### src/rtl/adc_spi_responder_if.sv
// SPI link between the ADC controller (master) and the ADC emulator (slave).
//   iSCLK    : serial clock from the controller
//   iCS_n    : active-low chip select from the controller
//   iDIN     : command/address bit from the controller
//   oDOUT    : serial conversion result back to the controller
//   oDOUT_EN : 1 while the responder drives oDOUT (frame active)
interface adc_spi_responder_if;
  logic iSCLK;
  logic iCS_n;
  logic iDIN;
  logic oDOUT;
  logic oDOUT_EN;

  modport master (
    output iSCLK, iCS_n, iDIN,
    input  oDOUT, oDOUT_EN
  );

  modport slave (
    input  iSCLK, iCS_n, iDIN,
    output oDOUT, oDOUT_EN
  );
endinterface

### src/rtl/adc_spi_responder.sv
// Cycle-accurate emulator of an 8-channel 12-bit serial ADC. The SPI lines are
// oversampled on clk (no SCLK-clocked logic). Each frame shifts out
// LEAD_ZEROS zeros followed by the DATA_W-bit sample of the selected channel;
// the address sent on DIN during rising edges 3..5 selects the next frame.
// Ports:
//   clk, iRST     : system clock, synchronous active-high reset
//   spi           : SPI slave side (iSCLK, iCS_n, iDIN in; oDOUT, oDOUT_EN out)
//   iWR/iWR_ADDR/iWR_DATA : write port into the channel sample bank
//   oCH           : channel being shifted out in the current frame
//   oFRAME_DONE   : one-clk pulse when a full frame has been clocked
//   oFRAME_CNT    : completed-frame counter (wraps)
module adc_spi_responder #(
  parameter int DATA_W      = 12,
  parameter int LEAD_ZEROS  = 4,
  parameter int SYNC_STAGES = 2
) (
  input  logic                  clk,
  input  logic                  iRST,
  adc_spi_responder_if.slave    spi,
  input  logic                  iWR,
  input  logic [2:0]            iWR_ADDR,
  input  logic [DATA_W-1:0]     iWR_DATA,
  output logic [2:0]            oCH,
  output logic                  oFRAME_DONE,
  output logic [15:0]           oFRAME_CNT
);
  localparam int FRAME = LEAD_ZEROS + DATA_W;
  localparam int CNT_W = $clog2(FRAME + 1);
  localparam logic [CNT_W-1:0] FULL       = CNT_W'(FRAME);
  localparam logic [CNT_W-1:0] LAST       = CNT_W'(FRAME - 1);
  localparam logic [CNT_W-1:0] ADDR_FIRST = CNT_W'(2);
  localparam logic [CNT_W-1:0] ADDR_LAST  = CNT_W'(4);

  typedef enum logic {IDLE, ACTIVE} state_t;

  // Synchronisers and edge detectors are deliberately left out of reset so
  // they keep tracking the pins; a CS held low across reset therefore does
  // not look like a fresh falling edge.
  logic [SYNC_STAGES-1:0] r_sclk_sync, r_cs_sync, r_din_sync;
  logic                   r_sclk_d, r_cs_d;
  logic                   w_sclk, w_cs, w_din;
  logic                   w_rise_sclk, w_fall_sclk, w_rise_cs, w_fall_cs;

  always_ff @(posedge clk) begin
    r_sclk_sync <= {r_sclk_sync[SYNC_STAGES-2:0], spi.iSCLK};
    r_cs_sync   <= {r_cs_sync[SYNC_STAGES-2:0],   spi.iCS_n};
    r_din_sync  <= {r_din_sync[SYNC_STAGES-2:0],  spi.iDIN};
    r_sclk_d    <= w_sclk;
    r_cs_d      <= w_cs;
  end

  assign w_sclk      = r_sclk_sync[SYNC_STAGES-1];
  assign w_cs        = r_cs_sync[SYNC_STAGES-1];
  assign w_din       = r_din_sync[SYNC_STAGES-1];
  assign w_rise_sclk = w_sclk & ~r_sclk_d;
  assign w_fall_sclk = ~w_sclk & r_sclk_d;
  assign w_rise_cs   = w_cs & ~r_cs_d;
  assign w_fall_cs   = ~w_cs & r_cs_d;

  logic [DATA_W-1:0] r_bank [8];
  state_t            r_state;
  logic [FRAME-1:0]  r_shreg;
  logic [CNT_W-1:0]  r_rcnt;
  logic [2:0]        r_addr_sr;
  logic [2:0]        r_next_ch;
  logic [2:0]        r_ch;
  logic              r_dout, r_dout_en, r_frame_done;
  logic [15:0]       r_frame_cnt;

  logic [DATA_W-1:0] w_load_data;
  logic [FRAME-1:0]  w_load_word;
  logic              w_start;

  // A bank write to the channel being loaded this cycle is forwarded.
  always_comb begin
    w_load_data = r_bank[r_next_ch];
    if (iWR && (iWR_ADDR == r_next_ch)) w_load_data = iWR_DATA;
  end
  assign w_load_word = {{LEAD_ZEROS{1'b0}}, w_load_data};

  // Frame start: CS fall from idle, or back-to-back frame in continuous mode
  // (falling SCLK after the last bit with CS still low).
  assign w_start = (r_state == IDLE) ? w_fall_cs
                 : (!w_rise_cs && w_fall_sclk && (r_rcnt == FULL) && !w_cs);

  always_ff @(posedge clk) begin
    if (iRST) begin
      for (int unsigned i = 0; i < 8; i++) r_bank[i] <= '0;
    end else if (iWR) begin
      r_bank[iWR_ADDR] <= iWR_DATA;
    end
  end

  always_ff @(posedge clk) begin
    if (iRST) begin
      r_state      <= IDLE;
      r_shreg      <= '0;
      r_rcnt       <= '0;
      r_addr_sr    <= '0;
      r_next_ch    <= '0;
      r_ch         <= '0;
      r_dout       <= 1'b0;
      r_dout_en    <= 1'b0;
      r_frame_done <= 1'b0;
      r_frame_cnt  <= '0;
    end else begin
      r_frame_done <= 1'b0;
      if (w_start) begin
        r_state   <= ACTIVE;
        r_shreg   <= w_load_word;
        r_ch      <= r_next_ch;
        r_dout    <= w_load_word[FRAME-1];
        r_dout_en <= 1'b1;
        r_rcnt    <= '0;
        r_addr_sr <= '0;
      end else if (r_state == ACTIVE) begin
        // CS rise has priority over any SCLK edge in the same cycle.
        if (w_rise_cs) begin
          r_state   <= IDLE;
          r_dout_en <= 1'b0;
          r_dout    <= 1'b0;
        end else if (w_rise_sclk) begin
          if (r_rcnt != FULL) begin
            r_rcnt <= r_rcnt + 1'b1;
            if ((r_rcnt >= ADDR_FIRST) && (r_rcnt <= ADDR_LAST))
              r_addr_sr <= {r_addr_sr[1:0], w_din};
            if (r_rcnt == LAST) begin
              r_frame_done <= 1'b1;
              r_frame_cnt  <= r_frame_cnt + 16'd1;
              r_next_ch    <= r_addr_sr;
            end
          end
        end else if (w_fall_sclk && (r_rcnt != FULL)) begin
          r_shreg <= {r_shreg[FRAME-2:0], 1'b0};
          r_dout  <= r_shreg[FRAME-2];
        end
      end
    end
  end

  assign spi.oDOUT    = r_dout;
  assign spi.oDOUT_EN = r_dout_en;
  assign oCH          = r_ch;
  assign oFRAME_DONE  = r_frame_done;
  assign oFRAME_CNT   = r_frame_cnt;
endmodule

### src/flat_wrapper.sv
// flat-port wrapper written by rule: the top's interface ports become plain ports
module adc_spi_responder_flat 
#(
  parameter int DATA_W      = 12,
  parameter int LEAD_ZEROS  = 4,
  parameter int SYNC_STAGES = 2
)
  (clk, iRST, iWR, iWR_ADDR, iWR_DATA, oCH, oFRAME_DONE, oFRAME_CNT, spi_iSCLK, spi_iCS_n, spi_iDIN, spi_oDOUT, spi_oDOUT_EN);
  adc_spi_responder_if spi_i ();
  input  logic clk;
  input  logic iRST;
  input  logic iWR;
  input  logic [2:0] iWR_ADDR;
  input  logic [DATA_W-1:0] iWR_DATA;
  output logic [2:0] oCH;
  output logic oFRAME_DONE;
  output logic [15:0] oFRAME_CNT;
  input wire logic [$bits(spi_i.iSCLK)-1:0] spi_iSCLK;
  input wire logic [$bits(spi_i.iCS_n)-1:0] spi_iCS_n;
  input wire logic [$bits(spi_i.iDIN)-1:0] spi_iDIN;
  output wire logic [$bits(spi_i.oDOUT)-1:0] spi_oDOUT;
  output wire logic [$bits(spi_i.oDOUT_EN)-1:0] spi_oDOUT_EN;
  assign spi_i.iSCLK = spi_iSCLK;
  assign spi_i.iCS_n = spi_iCS_n;
  assign spi_i.iDIN = spi_iDIN;
  assign spi_oDOUT = spi_i.oDOUT;
  assign spi_oDOUT_EN = spi_i.oDOUT_EN;
  adc_spi_responder #(.DATA_W(DATA_W), .LEAD_ZEROS(LEAD_ZEROS), .SYNC_STAGES(SYNC_STAGES)) u_core (.clk(clk), .iRST(iRST), .spi(spi_i), .iWR(iWR), .iWR_ADDR(iWR_ADDR), .iWR_DATA(iWR_DATA), .oCH(oCH), .oFRAME_DONE(oFRAME_DONE), .oFRAME_CNT(oFRAME_CNT));
endmodule
### config.mk
export PLATFORM = sky130hd
export DESIGN_NAME = adc_spi_responder_flat
export DESIGN_NICKNAME = d
export VERILOG_FILES = /design/src/rtl/adc_spi_responder_if.sv /design/src/rtl/adc_spi_responder.sv /design/src/flat_wrapper.sv
export SDC_FILE = /design/constraint.sdc
export NUM_CORES = 1
export LEC_CHECK = 0
export CAP_MARGIN = 0
export CORE_AREA = 4 4 138 140
export CTS_CLUSTER_DIAMETER = 40
export DETAILED_ROUTE_END_ITERATION = 10
export DIE_AREA = 0 0 142 144
export GPL_ROUTABILITY_DRIVEN = 1
export MAX_ROUTING_LAYER = met4
export PLACE_DENSITY = 0.62
export SYNTH_ARGS = -nofsm -noshare
export SYNTH_HDL_FRONTEND = slang
export SYNTH_SLANG_ARGS = --single-unit
### constraint.sdc
create_clock -name clk -period 2 [get_ports clk]
set_clock_uncertainty 0.2 [all_clocks]
set_input_delay 0.4 -clock clk [delete_from_list [all_inputs] [get_ports clk]]
set_output_delay 0.4 -clock clk [all_outputs]
set_load 0.05 [all_outputs]
==> results.md <==
- Layout Utilization: 0.4904
- Crit-path max cell delay: between 0.3 and 0.4 ns
- CTS Hold Buffers Added: 0
- Die Wd: 142 um
- Period minus WS final: about 2 ns
- DIE AREA: 20450 um^2
- Initial antenna violation count: 0
- Status: finished, final reports clean
- Pwr per Cell Area: 822.0 nW/um^2
- Flops & latches, synth: 156
- Arr. time, crit path: ~2.1 ns
- Worst setup EP type: register
- FMAX: 500.8 MHz
- Fin. max-slew vios: 0
- Port Buffers: between 40 and 50
- I/O pins: 43
- Synth async-reset ratio: 0
- Startpoint Class: register
- Tightest Hold Check Type: register to register
- Mean Syn Cell Area: 11.89 um^2
- MaxCap Viol Count: 0
- Cell Rows: 49
- Worst-path clk slew: about 0.060 ns
- Core area: 17840 um^2
- H-tree depth: 4
- HPWL after detailed placement: 11.99 mm
- Synth warn: 0
- Ratio of cells with drive above 1 in the final layout: 0.2305
- NumNets Final: between 700 and 800
- Mapped cell area: 7015 um^2
- Vias in the first global route: 4832
- Final instance area: 8750 um^2
- Crit-path max FO: 7
- RD Place Congestion: 0.8948
- Worst path top cell family by delay: simple AND/OR/NAND/NOR gates
- Period utilization: 0.9985
- Most common cell in the netlist: and2_1
- Final hold vios: 0
- Area Growth Syn to Fin: 24.72%
- Total power: 0.007192 W
- Slew @ Worst Pin: between 0.8 and 0.9 ns
- Starting density of the core: 0.3932
- Number of distinct library cells after synthesis: 46
- Drt via density: roughly 5.3
- ANT cells: 0
- Ys flop type: edfxtp_1
- Hold_ws: 0.1257 ns
- LEAKAGE: 3.144 nW
- CTS Sinks: approximately 160
- Final setup viols: 0
- CP bufs+invs: 0
- Routed WL per cell: 18.77 um
- First-pass DRT Iterations: 5
- CTS Root Cell: clkbuf_16
- Max Buffers Root-to-Sink: 2
- Data required, critical path: between 2 and 2.5 ns
- CTS tree: yes
- DRT iter0 DRCs: ~430
- Total negative slack: 0 ns
- Cts bufs inserted: 17
- Relative max-transition margin: 0.4467
- Number of synthesized flops with an enable pin: 96
- Synth cell count leaders: and2_1, edfxtp_1, dfxtp_1, mux2i_1, nor2_1
- Chip height: 144 um
- Synth Net Count: 615
- DRC: 0
- Clk_lat worst skew: 0.43 ns
- GR Util All Layers: 0.1782
- Routed wire length: 17.32 mm
- Cell taking the most area after synthesis: edfxtp_1
- Largest net degree at the start of global routing: 30
- CP cell instances: ha_1, and3_1, ha_2, and4_4, nand2_8, nor3_4, a311oi_1, a41o_1
- Top cells by area, synth: edfxtp_1, dfxtp_1, and2_1
- Final global-route overflow total: 0
- Slowest-stage cell, CP: dfxtp_2
- First-pass GRT wire length: 26.59 mm
- Unrepaired setup endpoints after global routing: yes
- Worst vdd ir: a little over 0.6 mV
- Synth top area share: 0.4109
- Critical path class: register to register
- Placed Area: 8078 um^2
- Register area share after synthesis: 0.5821
- Synthesized instance count: 590
- Antenna viol nets, final: 0
- Vias: 4867
metal layers:
| layer | wire length (um) | global-route usage |
|---|---|---|
| met1 | 7740 | 0.2383 |
| met2 | 8387 | 0.2783 |
| met3 | 874 | 0.02976 |
| met4 | 319 | 0.05859 |
| met5 | 0 | - |
flip-flops by register name (all words and copies together), names as in the netlist, named ones only:
register,count
u_core.r_sclk_d,1
u_core.r_shreg,15
u_core.oFRAME_DONE,1
u_core.r_din_sync,2
u_core.oFRAME_CNT,16
u_core.r_state,1
u_core.r_sclk_sync,2
u_core.r_bank,96
u_core.r_cs_sync,2
u_core.r_addr_sr,3
u_core.r_cs_d,1
u_core.spi.oDOUT,1
u_core.spi.oDOUT_EN,1
u_core.oCH,3
u_core.r_rcnt,5
u_core.r_next_ch,3
stage by stage:
step,worst slack [ns],instances
3_5_place_dp,-0.4589,887
2_1_floorplan,0.002546,590
6_report,0.003000,923
4_1_cts,0.0004474,920
3_3_place_gp,-0.4507,887
5_1_grt,-0.09947,923
where the power goes:
group	total [W]	internal [W]	switching (W)
registers	0.00361	0.00356	0.0000547
logic	0.000499	0.000220	0.000278
clock network	0.00308	0.00178	0.00129
final timing paths:
kind	startpoint	to	slack, ns	cells after the start
worst max-delay path	u_core.r_rcnt[1]$_SDFFE_PP0P_	u_core.oFRAME_CNT[15]$_SDFFE_PP0P_	0.003	8
worst min-delay path	u_core.r_cs_sync[0]$_DFF_P_	u_core.r_cs_sync[1]$_DFF_P_	0.13	0
worst min register to register	u_core.r_cs_sync[0]$_DFF_P_	u_core.r_cs_sync[1]$_DFF_P_	0.13	0
worst max register to register	u_core.r_rcnt[1]$_SDFFE_PP0P_	u_core.oFRAME_CNT[15]$_SDFFE_PP0P_	0.003	8
worst register-to-register path, delay by kind of cell, from the launching register on:
| kind | cells | cell delay [ns] |
|---|---|---|
| AND/OR/NAND/NOR | 4 | 0.67 |
| flip-flops | 1 | 0.35 |
| adder cells (fa/ha/maj) | 2 | 0.35 |
| AO/OA/AOI/OAI | 2 | 0.33 |
cell families after synthesis:
family	synth area share
AND/OR/NAND/NOR	0.1935
flip-flops	0.5821
AO/OA/AOI/OAI	0.08186
adder cells (fa/ha/maj)	0.007134
buffers and inverters	0.02479
multiplexers	0.08810
XOR/XNOR	0.02247
timing repair:
item	in CTS	in global routing
setup buffers	1	0
cloned	0	3
setup endpoints to repair	32	83
resized for setup	8	16
pin swaps	4	7
cells in the final DEF, fill, tap and decap left out, drive strengths merged, types with 6 or more instances in the layout:
cell type      instances
dfxtp                 60
a221oi                 6
nand4                  9
and2                  99
a211oi                12
or2                   13
edfxtp                96
a21oi                 36
mux4                   7
a22oi                  6
xnor2                  9
nand2                 24
clkdlybuf4s50         19
buf                   83
xor2                   9
nor2                  43
nand3                 14
mux2i                 46
o21ai                 10
clkbuf                23
inv                    7
layout make-up:
type | instances | area (um^2)
clock inverter | 10 | 90.09
inverter | 5 | 18.77
sequential | 156 | 4090
multi-input combinational | 398 | 2864
fill | 1572 | 9091
tap | 229 | 286.5
timing repair buffer | 103 | 934.6
clock buffer | 22 | 465.4
Note: power is estimated with default switching activity, not from simulation.
